==> src/rtl/l2_line_responder_if.sv <==
// Line-fill port between the L1 instruction cache and the L2 stand-in,
// bundled with the 32-bit memory-side beat bus the responder drives.
interface l2_line_responder_if;
    localparam int unsigned ADDR_W = 32;
    localparam int unsigned WORD_W = 32;
    localparam int unsigned LINE_W = 256;

    logic              read_en;
    logic [ADDR_W-1:0] req_addr;
    logic [LINE_W-1:0] block_out;
    logic              stall;
    logic              mem_req;
    logic [ADDR_W-1:0] mem_addr;
    logic              mem_ready;
    logic [WORD_W-1:0] mem_rdata;

    // Responder side
    modport slave (
        input  read_en, req_addr, mem_ready, mem_rdata,
        output block_out, stall, mem_req, mem_addr
    );

    // Requester plus memory side
    modport master (
        output read_en, req_addr, mem_ready, mem_rdata,
        input  block_out, stall, mem_req, mem_addr
    );
endinterface

==> src/rtl/l2_line_responder.sv <==
// Fetches a 32-byte line as eight ascending 32-bit beats and releases the
// requester with a single stall-low cycle carrying the assembled block.
module l2_line_responder (
    input  logic                clk,
    input  logic                rst_n,
    l2_line_responder_if.slave  bus
);
    localparam int unsigned ADDR_W = 32;
    localparam int unsigned WORD_W = 32;
    localparam int unsigned WORDS  = 8;
    localparam int unsigned BEAT_W = 3;
    localparam int unsigned LINE_W = WORDS * WORD_W;
    localparam logic [ADDR_W-1:0] LINE_MASK = 32'hFFFF_FFE0;

    typedef enum logic [1:0] {IDLE, FETCH, DONE, RELEASE} state_e;

    state_e              state_q, state_d;
    logic [ADDR_W-1:0]   base_q, base_d;
    logic [BEAT_W-1:0]   beat_q, beat_d;
    logic [LINE_W-1:0]   block_q, block_d;
    logic                stall_q, stall_d;
    logic                mem_req_q, mem_req_d;
    logic [ADDR_W-1:0]   mem_addr_q, mem_addr_d;
    logic [BEAT_W-1:0]   beat_nxt_c;
    logic                beat_done_c;

    assign beat_nxt_c  = BEAT_W'(beat_q + 1'b1);
    assign beat_done_c = mem_req_q && bus.mem_ready;

    // Next-state and registered-output decode
    always_comb begin
        state_d    = state_q;
        base_d     = base_q;
        beat_d     = beat_q;
        block_d    = block_q;
        stall_d    = 1'b1;
        mem_req_d  = 1'b0;
        mem_addr_d = mem_addr_q;

        unique case (state_q)
            IDLE: begin
                if (bus.read_en) begin
                    base_d     = bus.req_addr & LINE_MASK;
                    beat_d     = '0;
                    mem_req_d  = 1'b1;
                    mem_addr_d = bus.req_addr & LINE_MASK;
                    state_d    = FETCH;
                end
            end
            FETCH: begin
                // Requester withdrawal abandons the partial line
                if (!bus.read_en) begin
                    state_d = IDLE;
                end else begin
                    mem_req_d = 1'b1;
                    if (beat_done_c) begin
                        block_d[{beat_q, 5'b0} +: WORD_W] = bus.mem_rdata;
                        beat_d = beat_nxt_c;
                        if (beat_q == BEAT_W'(WORDS - 1)) begin
                            state_d   = DONE;
                            stall_d   = 1'b0;
                            mem_req_d = 1'b0;
                        end else begin
                            mem_addr_d = base_q | ADDR_W'({beat_nxt_c, 2'b00});
                        end
                    end
                end
            end
            DONE: begin
                state_d = RELEASE;
            end
            RELEASE: begin
                if (!bus.read_en) begin
                    state_d = IDLE;
                end
            end
            default: begin
                state_d = IDLE;
            end
        endcase
    end

    always_ff @(posedge clk or negedge rst_n) begin
        if (!rst_n) begin
            state_q    <= IDLE;
            base_q     <= '0;
            beat_q     <= '0;
            block_q    <= '0;
            stall_q    <= 1'b1;
            mem_req_q  <= 1'b0;
            mem_addr_q <= '0;
        end else begin
            state_q    <= state_d;
            base_q     <= base_d;
            beat_q     <= beat_d;
            block_q    <= block_d;
            stall_q    <= stall_d;
            mem_req_q  <= mem_req_d;
            mem_addr_q <= mem_addr_d;
        end
    end

    assign bus.block_out = block_q;
    assign bus.stall     = stall_q;
    assign bus.mem_req   = mem_req_q;
    assign bus.mem_addr  = mem_addr_q;
endmodule

==> src/flat_wrapper.sv <==
// flat-port wrapper written by rule: the top's interface ports become plain ports
module l2_line_responder_flat 
  (clk, rst_n, bus_read_en, bus_req_addr, bus_mem_ready, bus_mem_rdata, bus_block_out, bus_stall, bus_mem_req, bus_mem_addr);
  l2_line_responder_if bus_i ();
  input  logic clk;
  input  logic rst_n;
  input wire logic [$bits(bus_i.read_en)-1:0] bus_read_en;
  input wire logic [$bits(bus_i.req_addr)-1:0] bus_req_addr;
  input wire logic [$bits(bus_i.mem_ready)-1:0] bus_mem_ready;
  input wire logic [$bits(bus_i.mem_rdata)-1:0] bus_mem_rdata;
  output wire logic [$bits(bus_i.block_out)-1:0] bus_block_out;
  output wire logic [$bits(bus_i.stall)-1:0] bus_stall;
  output wire logic [$bits(bus_i.mem_req)-1:0] bus_mem_req;
  output wire logic [$bits(bus_i.mem_addr)-1:0] bus_mem_addr;
  assign bus_i.read_en = bus_read_en;
  assign bus_i.req_addr = bus_req_addr;
  assign bus_i.mem_ready = bus_mem_ready;
  assign bus_i.mem_rdata = bus_mem_rdata;
  assign bus_block_out = bus_i.block_out;
  assign bus_stall = bus_i.stall;
  assign bus_mem_req = bus_i.mem_req;
  assign bus_mem_addr = bus_i.mem_addr;
  l2_line_responder u_core (.clk(clk), .rst_n(rst_n), .bus(bus_i));
endmodule
==> config.mk <==
export PLATFORM = sky130hd
export DESIGN_NAME = l2_line_responder_flat
export DESIGN_NICKNAME = d
export VERILOG_FILES = /design/src/rtl/l2_line_responder_if.sv /design/src/rtl/l2_line_responder.sv /design/src/flat_wrapper.sv
export SDC_FILE = /design/constraint.sdc
export NUM_CORES = 1
export LEC_CHECK = 0
export ABC_AREA = 1
export CORE_ASPECT_RATIO = 1.25
export CORE_UTILIZATION = 44
export DETAILED_ROUTE_END_ITERATION = 8
export HOLD_SLACK_MARGIN = 0.02
export PLACE_DENSITY_LB_ADDON = 0.25
export SYNTH_ARGS = -nofsm -noshare
export SYNTH_HDL_FRONTEND = slang
export SYNTH_SLANG_ARGS = --single-unit
==> constraint.sdc <==
create_clock -name clk -period 2.2 [get_ports clk]
set_clock_uncertainty 0.15 [all_clocks]
set_input_delay 0.33 -clock clk [delete_from_list [all_inputs] [get_ports clk]]
set_output_delay 0.33 -clock clk [all_outputs]
set_load 0.01 [all_outputs]
Yosys cells after proc, flatten, opt, wreduce, memory -nomap -nowiden. Index checks and enable logic that the tools add are counted.

Register bits after elaboration: 322. Bits in latches: 0. RAM bits: 0. ROM bits: 0. Input bits: 68. Output and inout bits: 290. Logic and storage cells: 54. Memories kept: 0.

$add $sub $neg: 2. Multipliers: 0. Div/mod/pow operators: 0. $lt $le $gt $ge: 0. Eq/ne operators: 11. Shifts and indexed selects: 2. Multiplexer cells: 23. Bitwise gates (word level): 1. Reductions and logical operators: 8.

Operators with widths (count): $bwmux W256 (1); $shift A32 B10 Y256 const A (1); $shiftx A32 B10 Y256 (1); $mux W32 (4); $pmux W32 S2 (1); $or A32 B5 Y32 (1); $mux W2 (5); $neg A8 Y10 (1); $mux W3 (3); $ne A2 B2 Y1 const B (4); $pmux W2 S4 (1); $reduce_and A4 Y1 (2); $mux W1 (6); $ne A3 B2 Y1 const B (2); $pmux W3 S2 (1); $reduce_and A5 Y1 (1); $eq A2 B2 Y1 const B (2); $add A3 B1 Y3 const B (1); $eq A3 B3 Y1 const B (1); $reduce_and A3 Y1 (1); $eq A2 B1 Y1 const B (1); $logic_not A2 Y1 (1); $ne A2 B1 Y1 const B (1); $pmux W1 S2 (1); other kinds (3) (3).

Depth between registers and ports, before layout. Gate-level depths: netlist of run 1.

Depth after elaboration: 6. Mapped depth: 11. Depth with buffers taken out: 9.

Least setup slack after synthesis of run 1. OpenSTA, ideal clock, no wires.

Kind: flip-flop to flip-flop. From: register u_core.beat_q[0]. To: register u_core.block_q[252], in the netlist u_core.bus.block_out[252]. Setup time: 0.083 ns. Arrival time: 1.868 ns. Data required time: 1.967 ns. Slack: 0.100 ns. Cell stages (with the launch flop): 9. Path buffers: 2. Period minus slack after synthesis: 2.100 ns. Path through: dfrtp_1 > inv_2 > ha_1 > ha_1 > inv_2 > buf_2 > buf_1 > nand4_1 > o21ai_0.

Longest elaborated chain between the ends: 3. Elaborated cells between the ends (all ways): 4. Classes of those cells: add/sub: 1; shift: 2; mux: 1.

Ends and longest elaborated chain: from (decl) (line l2_line_responder.sv:19) `logic [BEAT_W-1:0] beat_q, beat_d;`; from (signal assigned) (line l2_line_responder.sv:95) `beat_q <= beat_d;`; $neg A8 Y10 * (line l2_line_responder.sv:57) `block_d[{beat_q, 5'b0} +: WORD_W] = bus.mem_rdata;`; $shiftx A32 B10 Y256 / $shift A32 B10 Y256 (equally long branches) (line l2_line_responder.sv:57); $bwmux W256 * (line l2_line_responder.sv:57); to (signal assigned) (line l2_line_responder.sv:96) `block_q <= block_d;`; to (decl) (line l2_line_responder.sv:20) `logic [LINE_W-1:0] block_q, block_d;`.

Every way passes the cells marked *; elsewhere a longest branch is shown, timed or not. A chain may end at the register's enable or synchronous reset.

Worst setup path in the final report of run 1.
From: register u_core.beat_q[0]. To: register u_core.block_q[7], in the netlist u_core.bus.block_out[7].

The elaborated chain is that of the path after synthesis.

==> results of run 1 <==
==> worst register-to-register path, delay by kind of cell (launching register included) <==
kind	cells	cell delay, ns
buffers and inverters	2	0.17
and+or+nand+nor	5	0.77
DFF	1	0.36
adders and majority gates	2	0.56
==> timing repair <==
item                       4_1_cts  5_1_grt
pin swaps                        0        2
hold buffers                     1        0
cloned                           0        1
setup endpoints to repair       32       21
resized for setup                2        3
hold endpoints to repair       270        0
==> flip-flops by register name, indices dropped and copies added (netlist names), named ones only <==
name and count:
u_core.bus.block_out 256, u_core.bus.mem_addr 30, u_core.base_q 27, u_core.beat_q 3, u_core.bus.mem_req 1, u_core.bus.stall 1
u_core.state_q 1
==> routing by layer <==
layer | up-vias | GRT usage | part of all wire
li1 | 5758 | - | -
met5 | - | 0 | 0
met3 | 94 | 0.0672 | 0.085
met2 | 516 | 0.443 | 0.48
met1 | 5969 | 0.351 | 0.40
met4 | 0 | 0.109 | 0.039
==> synth_stat cells (2+ instances only) <==
master | n | area [um^2]
o21ai_0 | 96 | 480
clkbuf_2 | 5 | 25.0
nand3_1 | 136 | 681
nor2_2 | 5 | 31.3
buf_1 | 10 | 37.5
ha_1 | 5 | 62.6
nor2_4 | 2 | 22.5
o21ai_1 | 56 | 280
nand2_2 | 4 | 25.0
inv_1 | 61 | 229
buf_6 | 3 | 33.8
nand4_1 | 81 | 507
a21oi_1 | 35 | 175
buf_4 | 5 | 37.5
buf_2 | 47 | 235
nand2_1 | 568 | 2130
inv_2 | 4 | 15.0
clkbuf_1 | 44 | 165
dfrtp_1 | 319 | 7980
nor2_1 | 66 | 248
==> logic make-up after synthesis <==
| logic type | count (synthesis) | share of synthesized area |
|---|---|---|
| AOI/OAI and AO/OA | 188 | 0.0705 |
| and+or+nand+nor | 866 | 0.273 |
| buffers and inverters | 181 | 0.0584 |
| other | 1 | 0.000278 |
| adders and majority gates | 5 | 0.00463 |
| DFF | 320 | 0.593 |
==> path summary, 6_finish.rpt <==
path | to | slack (ns) | depth (start not counted)
max in group asynchronous | u_core.bus.mem_addr[12] | 1.01 | 3
setup reg to reg | u_core.bus.block_out[7] | 0.09 | 9
hold reg to reg | u_core.bus.block_out[153] | 0.32 | 2
setup / recovery | u_core.bus.block_out[7] | 0.09 | 9
hold / removal | u_core.bus.block_out[106] | 0.17 | 2
min in group clk | u_core.base_q[31] | 0.27 | 3
==> through the flow <==
stage	hold WS [ns]	setup slack, ns	total power [mW]	area (um^2)
5_1_grt	0.179	0.000689	22.6	19000
3_5_place_dp	0.114	-0.101	15.6	17800
2_1_floorplan	-0.116	0.0996	11.3	13500
3_3_place_gp	0.111	-0.0263	15.4	17800
6_report	0.166	0.0878	21.5	19000
4_1_cts	0.175	0.0550	21.7	19000
==> layout make-up <==
cell class	instances	area share
clock buffer	50	0.0555
clock inverter	9	0.00652
inverter	67	0.0136
multi-input combinational	1062	0.250
sequential	320	0.421
tap	401	0.0264
timing repair buffer	417	0.226
==> power by group through the flow <==
stage | clock network [mW] | registers (mW) | logic (mW)
2_1_floorplan | 0 | 8.27 | 3.08
4_1_cts | 6.09 | 7.78 | 7.79
5_1_grt | 6.31 | 7.92 | 8.39
3_3_place_gp | 0 | 7.84 | 7.60
6_report | 5.99 | 7.79 | 7.75
3_5_place_dp | 0 | 7.86 | 7.74
==> results.cfg, run 1 <==
[cells_and_area]
multi_input_area_um2 = 4760
diodes = 0
syn2layout_area_growth_pct = 40.7
final_cell_mix = nand2_1, clkdlybuf4s50_1, dfrtp_1
seqCellArea_um2 = 8010
nets = 1975
drive_above_1_share = 0.0774
final_common_cell = nand2_1
nFillCells = 2552
layoutNonFillerInstCount = 2326
utilization = 0.631

[pwr]
combPwrFrac = 0.360
pwr-share-clk = 0.278
p_int_mw = 14.1
seqPwrFrac = 0.362
ir_worst_vdd_v = 0.000721
switching_share = 0.347
power.switching_mw = 7.46
power.leakage_nw = 9.08
power_density_nw_per_um2 = 1130

[synth]
synth-edff-count = 0
synth_cell_types = 29
async_flop_share = 1.00
syn_area_um2 = 13500
yosysSeqAreaShare = 0.593
yosys_most_used_dff = dfrtp_1
yosysWarnings = 0
ys_ff_latch = 320
syn_avg_cell_area_um2 = 8.65
synthCells = 1561

[worst_setup_path]
startpoint_type = flip-flop
worstSetupPathType = reg -> reg
cp.required_ns = 2.44
path_buf_inv = 2
endpoint_kind = flip-flop
crit_path_max_fanout = 18
critical_path.top_delay_family = simple AND/OR/NAND/NOR gates
critPathMaxStageDelay_ns = 0.36
crit_chain = inv_2, ha_1, ha_1, clkinv_4, nand3_2, nor2_8, nand2_4, nand2_1, nand2_1
critPathArrivalTime_ns = 2.36
r2r-start = u_core.beat_q[0]
startpoint = u_core.beat_q[0]
slowest_stage = dfrtp_2

[drt]
vias = 12300
wirelength_mm = 42.9
routedWlPerCell_um = 18.4
drcViolationCount = 0
ant_nets = 0
drt_pass1_iterations = 6
drt_iter0_drc = 849
routed_via_density = 5.30

[placement]
port-buffer-count = 350
place_inst = 2265
finalWeightedCongestion = 0.872
hpwl_mm = 30.0

[timing]
final_max_slew_viol_count = 0
fin_tns_setup_ns = 0
hold_viol = 0
period_needed_ns = 2.11
rsz0062_at_grt = false
slew_headroom = 0.627
clock.fmax_mhz = 473
period_share = 0.960
tightest_slew_ns = 0.557
setup_violations = 0

[run]
maxCapViolations = 0

[floorplanning]
coreArea_um2 = 30100
row_count = 71
die_y_um = 198
fp.dieW_um = 159
initial_core_util = 0.449
num_io_pins = 358
die-area_um2 = 31400

[min_path]
hold_path_class = in -> async

[cts]
htree_levels = 2
ctsRootBufferMaster = clkbuf_16
cts_tree = done
clk_path_buf_depth = 3
post_cts_buffers = 0
path_clk_slew_ns = 0.06
clock_latency_ns = 0.51
clock-sinks = 320
cts_buffers = 34

[global_routing]
overflow = 0
gr-usage-all-layers = 0.273
grt_max_degree = 61
antenna_found_initial = 0
grt_pass1_vias = 11900
grt_pass1_wl_mm = 67.3

[status]
status = completed
No activity file was read; power rests on OpenSTA's default activity.
==> inputs of run 2 (changes only) <==
- CORE_ASPECT_RATIO: 1.25 -> default
==> run 2 against run 1 <==
Via count is 0.21% higher. Final area hardly changed. Flip-flop and latch count stayed put. Global-route usage is 0.72 points higher. Core utilization is 0.39 points higher. Critical path type is now reg -> out.
==> results.cfg, run 2 (synthesis gave the netlist of run 1 again) <==
[cells_and_area]
multi_input_area_um2 = 4780
drive_above_1_share = 0.0798
diodes = 0
syn2layout_area_growth_pct = 40.9
seqCellArea_um2 = 8010
final_common_cell = nand2_1
largest_reg_flops = 256
utilization = 0.635
nFillCells = 2534
nets = 1982
final_cell_mix = nand2_1, clkdlybuf4s50_1, dfrtp_1

[status]
status = completed

[timing]
setup_violations = 0
hold_viol = 0
clock.fmax_mhz = 489
tightest_slew_ns = 0.613
fin_tns_setup_ns = 0
final_max_slew_viol_count = 0
hold-worst-slack_ns = 0.247
period_share = 0.930
finalWorstSetupSlack_ns = 0.154
period_needed_ns = 2.05
slew_headroom = 0.590

[worst_setup_path]
crit_chain = clkdlybuf4s50_1
critPathMaxStageDelay_ns = 0.55
cp.required_ns = 1.72
worstSetupPathType = reg -> out
critical_path.top_delay_family = buffers and inverters
critPathArrivalTime_ns = 1.57
crit_path_max_fanout = 1
path_buf_inv = 1
critical_path_depth = 1
startpoint_type = flip-flop
slowest_stage = clkdlybuf4s50_1
endpoint_kind = primary output
rr_worst_depth = 8

[global_routing]
gr-usage-all-layers = 0.280
antenna_found_initial = 0
grt_pass1_vias = 12000
overflow = 0
grt_pass1_wl_mm = 67.7
grt_max_degree = 69

[cts]
ctsRootBufferMaster = clkbuf_16
cts_buffers = 34
clock_latency_ns = 0.50
clk_path_buf_depth = 3
htree_levels = 2
path_clk_slew_ns = 0.06
cts_tree = done
clock-sinks = 320

[floorplanning]
row_count = 63
coreArea_um2 = 30000
initial_core_util = 0.451
die-area_um2 = 31400
fp.dieW_um = 177
num_io_pins = 358
die_y_um = 177

[drt]
drt_pass1_iterations = 5
wirelength_mm = 44.4
routed_via_density = 5.33
routedWlPerCell_um = 19.2
drcViolationCount = 0
ant_nets = 0
vias = 12400
drt_iter0_drc = 1031

[pwr]
ir_worst_vdd_v = 0.000628
p_total_mw = 21.4
power.leakage_nw = 9.07
power_density_nw_per_um2 = 1130

[placement]
pre_cts_ws_ns = -0.0841
finalWeightedCongestion = 0.825
port-buffer-count = 350
hpwl_mm = 30.6

[run]
maxCapViolations = 0

[min_path]
hold_path_class = in -> async
==> run 2: layer usage <==
layer  global-route usage  share of wire
met5                    0              0
met1                0.353           0.39
met4                0.131          0.047
met2                0.456           0.48
met3               0.0634          0.084
==> run 2: stage by stage <==
step,cells,instance area [um^2]
6_report,2319,19000
3_3_place_gp,2260,17800
3_5_place_dp,2260,17800
4_1_cts,2317,19000
2_1_floorplan,1562,13500
5_1_grt,2319,19000
==> run 2: what timing repair did <==
action	in CTS	in global routing
hold endpoints to repair	58	0
buffers inserted	0	0
pin swaps	0	2
cloned	0	2
hold buffers	1	0
gates resized for setup	2	7
setup endpoints to repair	32	93
==> run 2: layout make-up <==
type | instances | share of cell area
Clock inverter | 6 | 0.00434
Multi-Input combinational cell | 1062 | 0.251
Clock buffer | 50 | 0.0554
Tap cell | 390 | 0.0256
Inverter | 67 | 0.0136
Timing Repair Buffer | 424 | 0.229
Sequential cell | 320 | 0.421
==> run 2: worst paths after layout <==
check	startpoint	endpoint	slack (ns)
min in group clk	bus_req_addr[5]	u_core.base_q[5]	0.28
min reg2reg	u_core.bus.block_out[83]	u_core.bus.block_out[83]	0.32
min	rst_n	u_core.bus.block_out[216]	0.25
max reg2reg	u_core.beat_q[0]	u_core.bus.block_out[161]	0.16
max in group asynchronous	rst_n	u_core.bus.block_out[225]	0.90
max	u_core.bus.stall	bus_stall	0.15
==> run 2: worst register-to-register path, delay by kind of cell, from the launching register on <==
kind                       cells  cell delay [ns]
and+or+nand+nor                2             0.30
adders and majority gates      1             0.41
DFF                            1             0.37
buffers and inverters          4             0.56
AOI/OAI and AO/OA              1             0.16
==> run 2: power by group <==
part           switching [mW]  internal [mW]
Clock                    2.29           3.54
Sequential              0.725           7.08
Combinational            4.48           3.29
Total                    7.50           13.9
==> inputs of run 3 (changes only) <==
- CAP_MARGIN: default -> 15
==> results of run 3 <==
Final layout, timing and power as in run 2 (identical DEF).
